### src/rtl/tone_decoder.sv
// tone_decoder: measures the period of an external square-wave tone and
// turns it into a note index from the player's 15-note table. The decoded
// note, its solfege LED code and the high flag change only after several
// consecutive periods of the same class. If the tone stops, the outputs
// fall back to rest (note 0) after a silence timeout.
`timescale 1ns/1ps

module tone_decoder #(
    parameter int unsigned STABLE_CNT  = 3,     // same-class periods needed to change note (1..7)
    parameter int unsigned TIMEOUT_CYC = 8192,  // cycles without a rising edge before silence
    parameter int unsigned MIN_PER     = 880,   // shortest accepted period
    parameter int unsigned MAX_PER     = 4200   // longest accepted period
) (
    input  logic        clk,
    input  logic        rst_n,
    input  logic        tone_in,
    output logic [3:0]  note,
    output logic [3:0]  code,
    output logic        high,
    output logic        note_valid,
    output logic [15:0] period,
    output logic        o_dbg_state     // 0 = IDLE, 1 = MEASURE
);

    // note_valid protocol: it is a one-cycle pulse with no back-pressure.
    // It is high on exactly the cycle where note/code/high first show
    // their new values. It fires at most once per rising edge or timeout,
    // and it never stays high for two cycles in a row.

    typedef enum logic {
        S_IDLE    = 1'b0,
        S_MEASURE = 1'b1
    } state_t;

    // Nominal period of each note, index 0 = note 1 ... index 14 = note 15
    localparam logic [15:0] NOM [15] = '{
        16'd3817, 16'd3401, 16'd3030, 16'd2865, 16'd2551, 16'd2273, 16'd2024,
        16'd1912, 16'd1703, 16'd1517, 16'd1433, 16'd1276, 16'd1136, 16'd1012,
        16'd955
    };

    localparam logic [15:0] LP_MIN     = 16'(MIN_PER);
    localparam logic [15:0] LP_MAX     = 16'(MAX_PER);
    localparam logic [15:0] LP_TIMEOUT = 16'(TIMEOUT_CYC);
    localparam logic [2:0]  LP_STABLE  = 3'(STABLE_CNT);

    // Class 0 means out of range. Otherwise the result is the nearest note.
    // Each boundary is the truncated midpoint between two neighbouring
    // nominals. A period equal to a boundary belongs to the higher index,
    // because the comparison is a strict "longer than".
    function automatic logic [3:0] classify(input logic [15:0] p);
        logic [3:0] cls;
        int         b;
        cls = 4'd15;
        if (p < LP_MIN || p > LP_MAX) begin
            cls = 4'd0;
        end else begin
            // Walk from short to long periods, so the lowest matching index wins
            for (int i = 13; i >= 0; i--) begin
                b = (int'(NOM[i]) + int'(NOM[i+1])) / 2;
                if (int'(p) > b) begin
                    cls = 4'(i + 1);
                end
            end
        end
        return cls;
    endfunction

    // Solfege LED code: low and mid octaves map onto 1..7, and high C shows as 1
    function automatic logic [3:0] code_of(input logic [3:0] n);
        logic [3:0] c;
        c = 4'd0;
        if (n == 4'd15) begin
            c = 4'd1;
        end else if (n >= 4'd8) begin
            c = n - 4'd7;
        end else begin
            c = n;
        end
        return c;
    endfunction

    // Registers
    logic        r_sync1, r_sync2, r_sync3;
    logic [15:0] r_cnt;
    state_t      r_state;
    logic [15:0] r_period;
    logic [3:0]  r_cand;
    logic [2:0]  r_stab;
    logic [3:0]  r_note;
    logic [3:0]  r_code;
    logic        r_high;
    logic        r_nv;

    // Next-state wires
    logic        w_rise;
    logic [3:0]  w_class;
    state_t      w_state_nxt;
    logic [15:0] w_cnt_nxt;
    logic [15:0] w_period_nxt;
    logic [3:0]  w_cand_nxt;
    logic [2:0]  w_stab_nxt;
    logic [3:0]  w_note_nxt;
    logic        w_nv_nxt;

    assign w_rise  = r_sync2 & ~r_sync3;
    // At a rising edge the running count is exactly the finished period
    assign w_class = classify(r_cnt);

    // Two-flop synchronizer plus one history flop for edge detection
    always_ff @(posedge clk or negedge rst_n) begin
        if (!rst_n) begin
            r_sync1 <= 1'b0;
            r_sync2 <= 1'b0;
            r_sync3 <= 1'b0;
        end else begin
            r_sync1 <= tone_in;
            r_sync2 <= r_sync1;
            r_sync3 <= r_sync2;
        end
    end

    // Next-state logic: period capture, stability tracking, note decision, timeout
    always_comb begin
        w_state_nxt  = r_state;
        w_cnt_nxt    = (r_cnt == 16'hFFFF) ? r_cnt : r_cnt + 16'd1;
        w_period_nxt = r_period;
        w_cand_nxt   = r_cand;
        w_stab_nxt   = r_stab;
        w_note_nxt   = r_note;
        w_nv_nxt     = 1'b0;

        if (w_rise) begin
            w_cnt_nxt = 16'd1;
        end

        case (r_state)
            S_IDLE: begin
                // The first edge only starts the measurement; it yields no period
                if (w_rise) begin
                    w_state_nxt = S_MEASURE;
                end
            end
            S_MEASURE: begin
                if (w_rise) begin
                    w_period_nxt = r_cnt;
                    if (w_class != 4'd0 && w_class == r_cand) begin
                        w_stab_nxt = (r_stab < LP_STABLE) ? r_stab + 3'd1 : r_stab;
                    end else if (w_class == 4'd0) begin
                        w_cand_nxt = 4'd0;
                        w_stab_nxt = 3'd0;
                    end else begin
                        w_cand_nxt = w_class;
                        w_stab_nxt = 3'd1;
                    end
                    // A candidate that is already the published note needs no change
                    if (w_stab_nxt >= LP_STABLE && w_cand_nxt != 4'd0 &&
                        w_cand_nxt != r_note) begin
                        w_note_nxt = w_cand_nxt;
                        w_nv_nxt   = 1'b1;
                    end
                end else if (r_cnt >= LP_TIMEOUT) begin
                    // Silence: forget the candidate and fall back to rest.
                    // The last measured period stays visible.
                    w_state_nxt = S_IDLE;
                    w_cand_nxt  = 4'd0;
                    w_stab_nxt  = 3'd0;
                    if (r_note != 4'd0) begin
                        w_note_nxt = 4'd0;
                        w_nv_nxt   = 1'b1;
                    end
                end
            end
            default: begin
                w_state_nxt = S_IDLE;
            end
        endcase
    end

    // State register
    always_ff @(posedge clk or negedge rst_n) begin
        if (!rst_n) begin
            r_state <= S_IDLE;
        end else begin
            r_state <= w_state_nxt;
        end
    end

    // Datapath and output registers
    always_ff @(posedge clk or negedge rst_n) begin
        if (!rst_n) begin
            r_cnt    <= 16'd0;
            r_period <= 16'd0;
            r_cand   <= 4'd0;
            r_stab   <= 3'd0;
            r_note   <= 4'd0;
            r_code   <= 4'd0;
            r_high   <= 1'b0;
            r_nv     <= 1'b0;
        end else begin
            r_cnt    <= w_cnt_nxt;
            r_period <= w_period_nxt;
            r_cand   <= w_cand_nxt;
            r_stab   <= w_stab_nxt;
            r_note   <= w_note_nxt;
            r_code   <= code_of(w_note_nxt);
            r_high   <= (w_note_nxt >= 4'd8);
            r_nv     <= w_nv_nxt;
        end
    end

    assign note        = r_note;
    assign code        = r_code;
    assign high        = r_high;
    assign note_valid  = r_nv;
    assign period      = r_period;
    assign o_dbg_state = r_state;

endmodule

### config.mk
export PLATFORM = sky130hd
export DESIGN_NAME = tone_decoder
export DESIGN_NICKNAME = d
export VERILOG_FILES = /design/src/rtl/tone_decoder.sv
export SDC_FILE = /design/constraint.sdc
export NUM_CORES = 1
export LEC_CHECK = 0
export BUFFER_PORTS_ARGS = -buffer_cell sky130_fd_sc_hd__buf_4
export CELL_PAD_IN_SITES_DETAIL_PLACEMENT = 0
export CELL_PAD_IN_SITES_GLOBAL_PLACEMENT = 1
export CORE_MARGIN = 3
export CORE_UTILIZATION = 40
export DETAILED_ROUTE_END_ITERATION = 6
export PLACE_DENSITY_LB_ADDON = 0.2
export SYNTH_ARGS = -nofsm -noshare
export SYNTH_HDL_FRONTEND = slang
export SYNTH_SLANG_ARGS = --single-unit
### constraint.sdc
create_clock -name clk -period 9 [get_ports clk]
set_input_delay 0.9 -clock clk [delete_from_list [all_inputs] [get_ports clk]]
set_output_delay 0.9 -clock clk [all_outputs]
set_load 0.05 [all_outputs]
==> impl_results.md, run 1 <==
* WL met1 at 4550 um
* Critical R2R Launch: r_cnt[6]$_DFFE_PN0P_
* Worst EP required at 9210 ps
* Max Cap Viol at 0
* Dpl cells at 519
* Core area at 0.00838 mm2
* Die X at 99.9 um
* Global-route wire length before repair at 15200 um
* CP arrival at 4510 ps
* # DRC at 0
* Syn_nets at 421
* Initial Util at 42.1%
* # rows at 33
* Critical path launch point: r_cnt[6]$_DFFE_PN0P_
* CP endpoint kind: flip-flop
* Wirelength per Cell at 17.1 um
* Layout Nets at 429
* Clk_lat worst skew at 320 ps
* Max rail drop VDD at 0.0934 mV
* Routed wire length at 9000 um
* Pre-CTS setup slack at 4780 ps
* Largest cells by area after synthesis: dfrtp_1 (38%), nand2_1 (8.8%), buf_6 (3.8%), o21ai_0 (3.3%), nor2_1 (3.1%)
* Int Pwr at 365 uW
* Antenna-violating nets left at 0
* Antenna violations before repair at 0
* Number of global-route vias before repair at 2917
* Fin crit share at 47.8%
* Placer congestion estimate at 0.870
* Area delta synth->final at 7.35%
* Router iterations before antenna repair at 4
* Final Hold Fails at 0
* Full die area at 0.00998 mm2
* CTS resizes at 0
* Via count at 3025
* # IOs at 30
* Yosys reg bits at 53
* H-tree Lvls at 2
* # clock sinks at 53
* Min-Delay Path Class: reg2reg
* Worst Path Max Fanout at 21
* PwrDens at 143 mW/mm2
* Synthesis Warnings at 0
* Post-Synthesis Cell Area at 0.00353 mm2
* Switching share of power at 32.5%
* Flop pwr share at 52.6%
* CTS Root Cell: clkbuf_8
* Met3 Routed Length at 319 um
* Reg-to-reg critical path endpoint: code[0]$_DFF_PN0_
* Count of final setup violators at 0
* Slew headroom at 39.2%
* Syn Area/Cell at 8.54 um2
* Cts bufs inserted at 5
* Final std cells w/o fill at 527
* Met2 Routed Length at 4050 um
* Status: finished, final reports clean
* Post-synthesis cell count at 413
* Logic gate share of total power at 15.2%
* Worst-margin pin slew at 904 ps
* Post-synth EDFFs at 0
* Share of cells above drive strength 1 at 14.0%
* DP HPWL at 6320 um
* Reg2reg path depth at 12
* Post-synth ARST share at 100%
* Clock power frac at 32.3%
* Largest net degree at the start of global routing at 54
* Static leakage at 0.00167 uW
* DR top layer: met4
* Number of port buffers at 29
* Max Fclk at 232 MHz
* Startpoint class of the critical path: flip-flop
* Leading area contributor after synthesis: dfrtp_1
* Vias per Instance at 5.74
* Post-layout min period at 4300 ps
* CTS tree: done
* P_sw at 176 uW
* Die Ht at 99.9 um
* Final core occ at 45.2%
* Crit path kind: reg2reg
* Register area share after synthesis at 37.6%
* Crit path capture: code[0]$_DFF_PN0_
* Max Transition Viols Final at 0
* CTS clock-pin slew for the worst setup and hold paths at 110 ps
* Setup_tns at 0 ps
* Setup Buffers After CTS at 0
* Grt total ovfl at 0
* Post-synth top flop: dfrtp_1
* Ant diodes at 0
* Cell variety after synth at 71
* CTS hold repair buffers at 0
* RSZ-0062 raised after global routing: false
* Fin worst setup slack at 4700 ps
* CTS Buffer Depth at 2
* Gr usage total at 18.8%
* Initial drt markers at 212
* Max Clock Skew at 9.49 ps
* Share of the synthesized area in the top cell type at 37.6%
* FF-to-FF setup slack at 4700 ps
[worst min path at each step]
| stage | start | cells after the start | endpoint |
|---|---|---|---|
| after CTS | r_sync1$_DFF_PN0_ | 0 | r_sync2$_DFF_PN0_ |
| after detailed placement | r_sync1$_DFF_PN0_ | 0 | r_sync2$_DFF_PN0_ |
| after floorplan | r_sync1$_DFF_PN0_ | 0 | r_sync2$_DFF_PN0_ |
| after global routing | r_sync1$_DFF_PN0_ | 0 | r_sync2$_DFF_PN0_ |
| final | r_sync1$_DFF_PN0_ | 0 | r_sync2$_DFF_PN0_ |
| after global placement | r_sync1$_DFF_PN0_ | 0 | r_sync2$_DFF_PN0_ |
[critical path: stages (launching register included)]
cell and delay, ps:
dfrtp_1 840, nand3_1 180, and2_1 190, or4_1 670, or2_2 380, o211a_1 270
nor4_4 480, o21bai_1 180, a2bb2oi_1 340, inv_1 100, ha_1 240, o31a_1 120
o32a_1 170
[registers in the layout, summed over array words and instances (netlist names)]
name,flops
high,1
note,4
r_cnt,16
period,16
r_sync2,1
note_valid,1
r_stab,3
r_sync1,1
code,4
r_cand,4
o_dbg_state,1
r_sync3,1
[power by group through the flow]
stage	registers [uW]	clock network (uW)	logic (uW)
final	284	175	82.0
after global routing	288	190	91.1
after CTS	284	182	82.8
after detailed placement	288	0	82.3
after global placement	289	0	82.2
after floorplan	275	0	75.1
[layer usage]
metal	track usage, %	vias up
met1	27.5	1467
met3	2.85	9
met5	0	-
met2	29.2	64
met4	4.52	0
li1	-	1485
[through the flow]
step                      total power (uW)  hold slack, ps  area [um2]
after floorplan                        350             331        3530
after global placement                 371             342        3670
after detailed placement               371             336        3670
after CTS                              549             363        3780
after global routing                   569             382        3780
final                                  541             358        3780
[cell type report]
class / instances / area [um2]
fillers: 825 / 4600
flip-flops and latches: 53 / 1330
multi-input cells: 319 / 1940
repair buffers: 31 / 233
clock buffers: 5 / 68.8
clock inverters: 3 / 47.5
inverters: 11 / 41.3
well taps: 105 / 131
[Yosys cell counts (all sizes together), types with 4 or more instances]
| cell | count |
|---|---|
| o21ai | 23 |
| or2 | 7 |
| nand4 | 4 |
| nor4 | 10 |
| xor2 | 8 |
| nand2b | 4 |
| o211ai | 5 |
| nor2b | 4 |
| ha | 5 |
| or4 | 4 |
| and2 | 7 |
| nand2 | 83 |
| nor3 | 14 |
| dfrtp | 53 |
| and3 | 5 |
| a21oi | 16 |
| nand3 | 14 |
| clkbuf | 13 |
| xnor2 | 9 |
| buf | 16 |
| o21a | 4 |
| nor2 | 29 |
| inv | 11 |
[layout by cell type, fill, tap and decap left out, drive strengths merged, types with 5 or more instances in the layout]
master	n
o21ai	23
nand3	14
and2	7
nor3	14
nor2	29
nand2	83
ha	5
xor2	8
clkbuf	5
inv	13
xnor2	9
and3	5
a21oi	16
nor4	10
dfrtp	53
buf	31
o211ai	5
or2	7
[cell families (layout without fill, tap and decap cells)]
family / Yosys count / in the layout / synth area share, %
AOI/OAI and AO/OA: 93 / 93 / 18.9
xor gates and xnor gates: 17 / 17 / 4.22
adders and majority gates: 5 / 5 / 1.77
buffers and inverters: 41 / 50 / 7.45
DFF: 53 / 53 / 37.6
muxes: 6 / 6 / 1.81
and+or+nand+nor: 198 / 198 / 28.2
Power figures use the tool's default switching activity.
==> run 2, diff against run 1 <==
- clock period: 9 -> 3.68 ns (I/O delays scaled with it)
==> run 2 against run 1 <==
  * Non-clock buffer count increased by 52
  * Sequential share of layout area decreased by 3.9 points
  * Routed wire length increased by 7.9%
  * Combinational power increased to 3.7 times the previous value
  * Power increased by 140%
  * Hold slack got worse by 280 ps
  * Final area increased by 13%
==> impl_results.md, run 2 (same netlist as run 1, synthesis figures left out) <==
* Status: finished, final reports clean
* Max Clock Skew at 13.9 ps (+4.45 ps)
* DP HPWL at 7240 um (+15%)
* Switching share of power at 34.3% (+1.7 points)
* Core area at 0.00838 mm2 (unchanged)
* Flop pwr share at 49.4% (-3.2 points)
* Grt total ovfl at 0 (unchanged)
* Count of final setup violators at 0 (unchanged)
* Layout Nets at 481 (+12%)
* Crit path capture: code[0]$_DFF_PN0_
* CP arrival at 3750 ps (-760 ps)
* H-tree Lvls at 2 (unchanged)
* Logic gate share of total power at 23.0% (+7.8 points)
* Die Ht at 99.9 um (unchanged)
* Min-Delay Path Class: in2async
* Final Hold Fails at 0 (unchanged)
* Worst-margin pin slew at 687 ps (-217 ps)
* Reg-to-reg critical path endpoint: code[0]$_DFF_PN0_
* Clk_lat worst skew at 320 ps (about the same)
* CTS Root Cell: clkbuf_8
* Fin crit share at 96.1% (+48 points)
* P_sw at 453 uW (+160%)
* Slew headroom at 54.2% (+15 points)
* Reg2reg path depth at 15 (+3)
* # DRC at 0 (unchanged)
* Ant diodes at 0 (unchanged)
* Design Power at 1320 uW (+140%)
* Antenna violations before repair at 0 (unchanged)
* Startpoint class of the critical path: flip-flop
* Router iterations before antenna repair at 4 (unchanged)
* Most frequent cells in the layout: nand2_1 (82), buf_4 (82), dfrtp_1 (52)
* CP endpoint kind: flip-flop
* Largest net degree at the start of global routing at 54 (unchanged)
* CTS tree: done
* Fillcell total at 820 (-0.61%)
* Post-layout min period at 3540 ps (-766 ps)
* Routed wire length at 9710 um (+7.9%)
* Static leakage at 0.00195 uW (+17%)
* Critical-path cell list: buf_4 -> inv_1 -> nor3_1 -> buf_4 -> a21oi_1 -> o21a_1 -> nor4_1 -> a311oi_1 -> buf_4 -> nor4_4 -> buf_4 -> buf_4 -> mux2i_1 -> or2_4 -> o32a_1
* CTS clock-pin slew for the worst setup and hold paths at 110 ps (about the same)
* Critical Path Most Common Cell: buf_4
* # clock sinks at 53 (unchanged)
* Via count at 3279 (+8.4%)
* PwrDens at 310 mW/mm2 (+120%)
* Initial drt markers at 217 (+2.4%)
* Critical R2R Launch: r_cnt[7]$_DFFE_PN0P_
* Post-route design area at 0.00426 mm2 (+13%)
* Clock power frac at 27.5% (-4.8 points)
* FF-to-FF setup slack at 140 ps (-4550 ps)
* Placed standard-cell area at 0.00402 mm2 (+9.6%)
* CTS Buffer Depth at 2 (unchanged)
* Max Fclk at 283 MHz (+22%)
* RSZ-0062 raised after global routing: false
* Final core occ at 50.8% (+5.7 points)
* Share of cells above drive strength 1 at 27.0% (+13 points)
* Die X at 99.9 um (unchanged)
* Max Cap Viol at 0 (unchanged)
* Initial Util at 42.1% (unchanged)
* Cts bufs inserted at 5 (unchanged)
* Full die area at 0.00998 mm2 (unchanged)
* Max rail drop VDD at 0.318 mV (+240%)
* Max Transition Viols Final at 0 (unchanged)
* Int Pwr at 867 uW (+140%)
* Number of global-route vias before repair at 3239 (+11%)
* Critical path launch point: r_cnt[7]$_DFFE_PN0P_
* Crit path kind: reg2reg
* # rows at 33 (unchanged)
* Hold slack at 78.3 ps (-279 ps)
* Global-route wire length before repair at 16200 um (+6.4%)
* Worst Path Max Fanout at 12 (-43%)
* Slowest CP cell: dfrtp_1
* CP max stage delay at 540 ps (-300 ps)
* Worst EP required at 3900 ps (-5310 ps)
* Vias per Instance at 5.66 (-1.3%)
* Antenna-violating nets left at 0 (unchanged)
* Gr usage total at 20.2% (+1.4 points)
* Wirelength per Cell at 16.8 um (-1.8%)
* # IOs at 30 (unchanged)
* Area delta synth->final at 20.9%
* Number of port buffers at 29 (unchanged)
* Placer congestion estimate at 0.830 (-4.6%)
## run 2: routing by layer
layer	global-route usage, %	vias to the layer above	part of all wire [%]
met4	5.36	0	1.6
met5	0	-	0
met3	2.78	12	4.6
met2	32.0	79	46
met1	29.2	1601	48
li1	-	1587	-
## run 2: worst min path at each step
stage | to | slack, ps | start | cells past startpoint
2_1_floorplan | code[0]$_DFF_PN0_ | 70 | rst_n | 0
3_3_place_gp | r_sync2$_DFF_PN0_ | 340 | r_sync1$_DFF_PN0_ | 0
3_5_place_dp | r_sync2$_DFF_PN0_ | 340 | r_sync1$_DFF_PN0_ | 0
4_1_cts | period[9]$_DFFE_PN0P_ | 110 | rst_n | 1
5_1_grt | note_valid$_DFF_PN0_ | 120 | rst_n | 1
6_report | period[9]$_DFFE_PN0P_ | 80 | rst_n | 1
## run 2: worst max-delay path, delay by kind of cell (launching register included)
| family | cells | cell delay [ps] |
|---|---|---|
| buf+inv | 6 | 970 |
| mux | 1 | 130 |
| simple gates | 4 | 1070 |
| compound gates | 4 | 740 |
| flops | 1 | 540 |
## run 2: repair_timing
item,in CTS,in global routing
resized for setup,4,19
setup endpoints to repair,2,5
pin swaps,6,14
hold buffers,0,0
setup buffers,2,3
## run 2: stage by stage
stage,worst slack [ps],instances,TNS [ps]
2_1_floorplan,13.8,413,0
3_3_place_gp,57.9,566,0
3_5_place_dp,-23.8,566,-23.8
4_1_cts,3.61,576,0
5_1_grt,4.20,579,0
6_report,144,579,0
## run 2: layout make-up
class                   count  area (um2)  share of cell area, %
flip-flops and latches     53        1330                   31.2
clock inverters             3        28.8                  0.675
well taps                 105         131                   3.08
clock buffers               5        68.8                   1.61
repair buffers             83         627                   14.7
multi-input cells         319        2040                   47.8
inverters                  11        41.3                  0.969
## run 2: power by group through the flow
stage               sequential (uW)  combinational [uW]  clock (uW)
floorplan                       671                 184           0
global placement                662                 296           0
detailed placement              663                 298           0
CTS                             652                 299         379
global route                    657                 338         406
finish                          652                 304         363
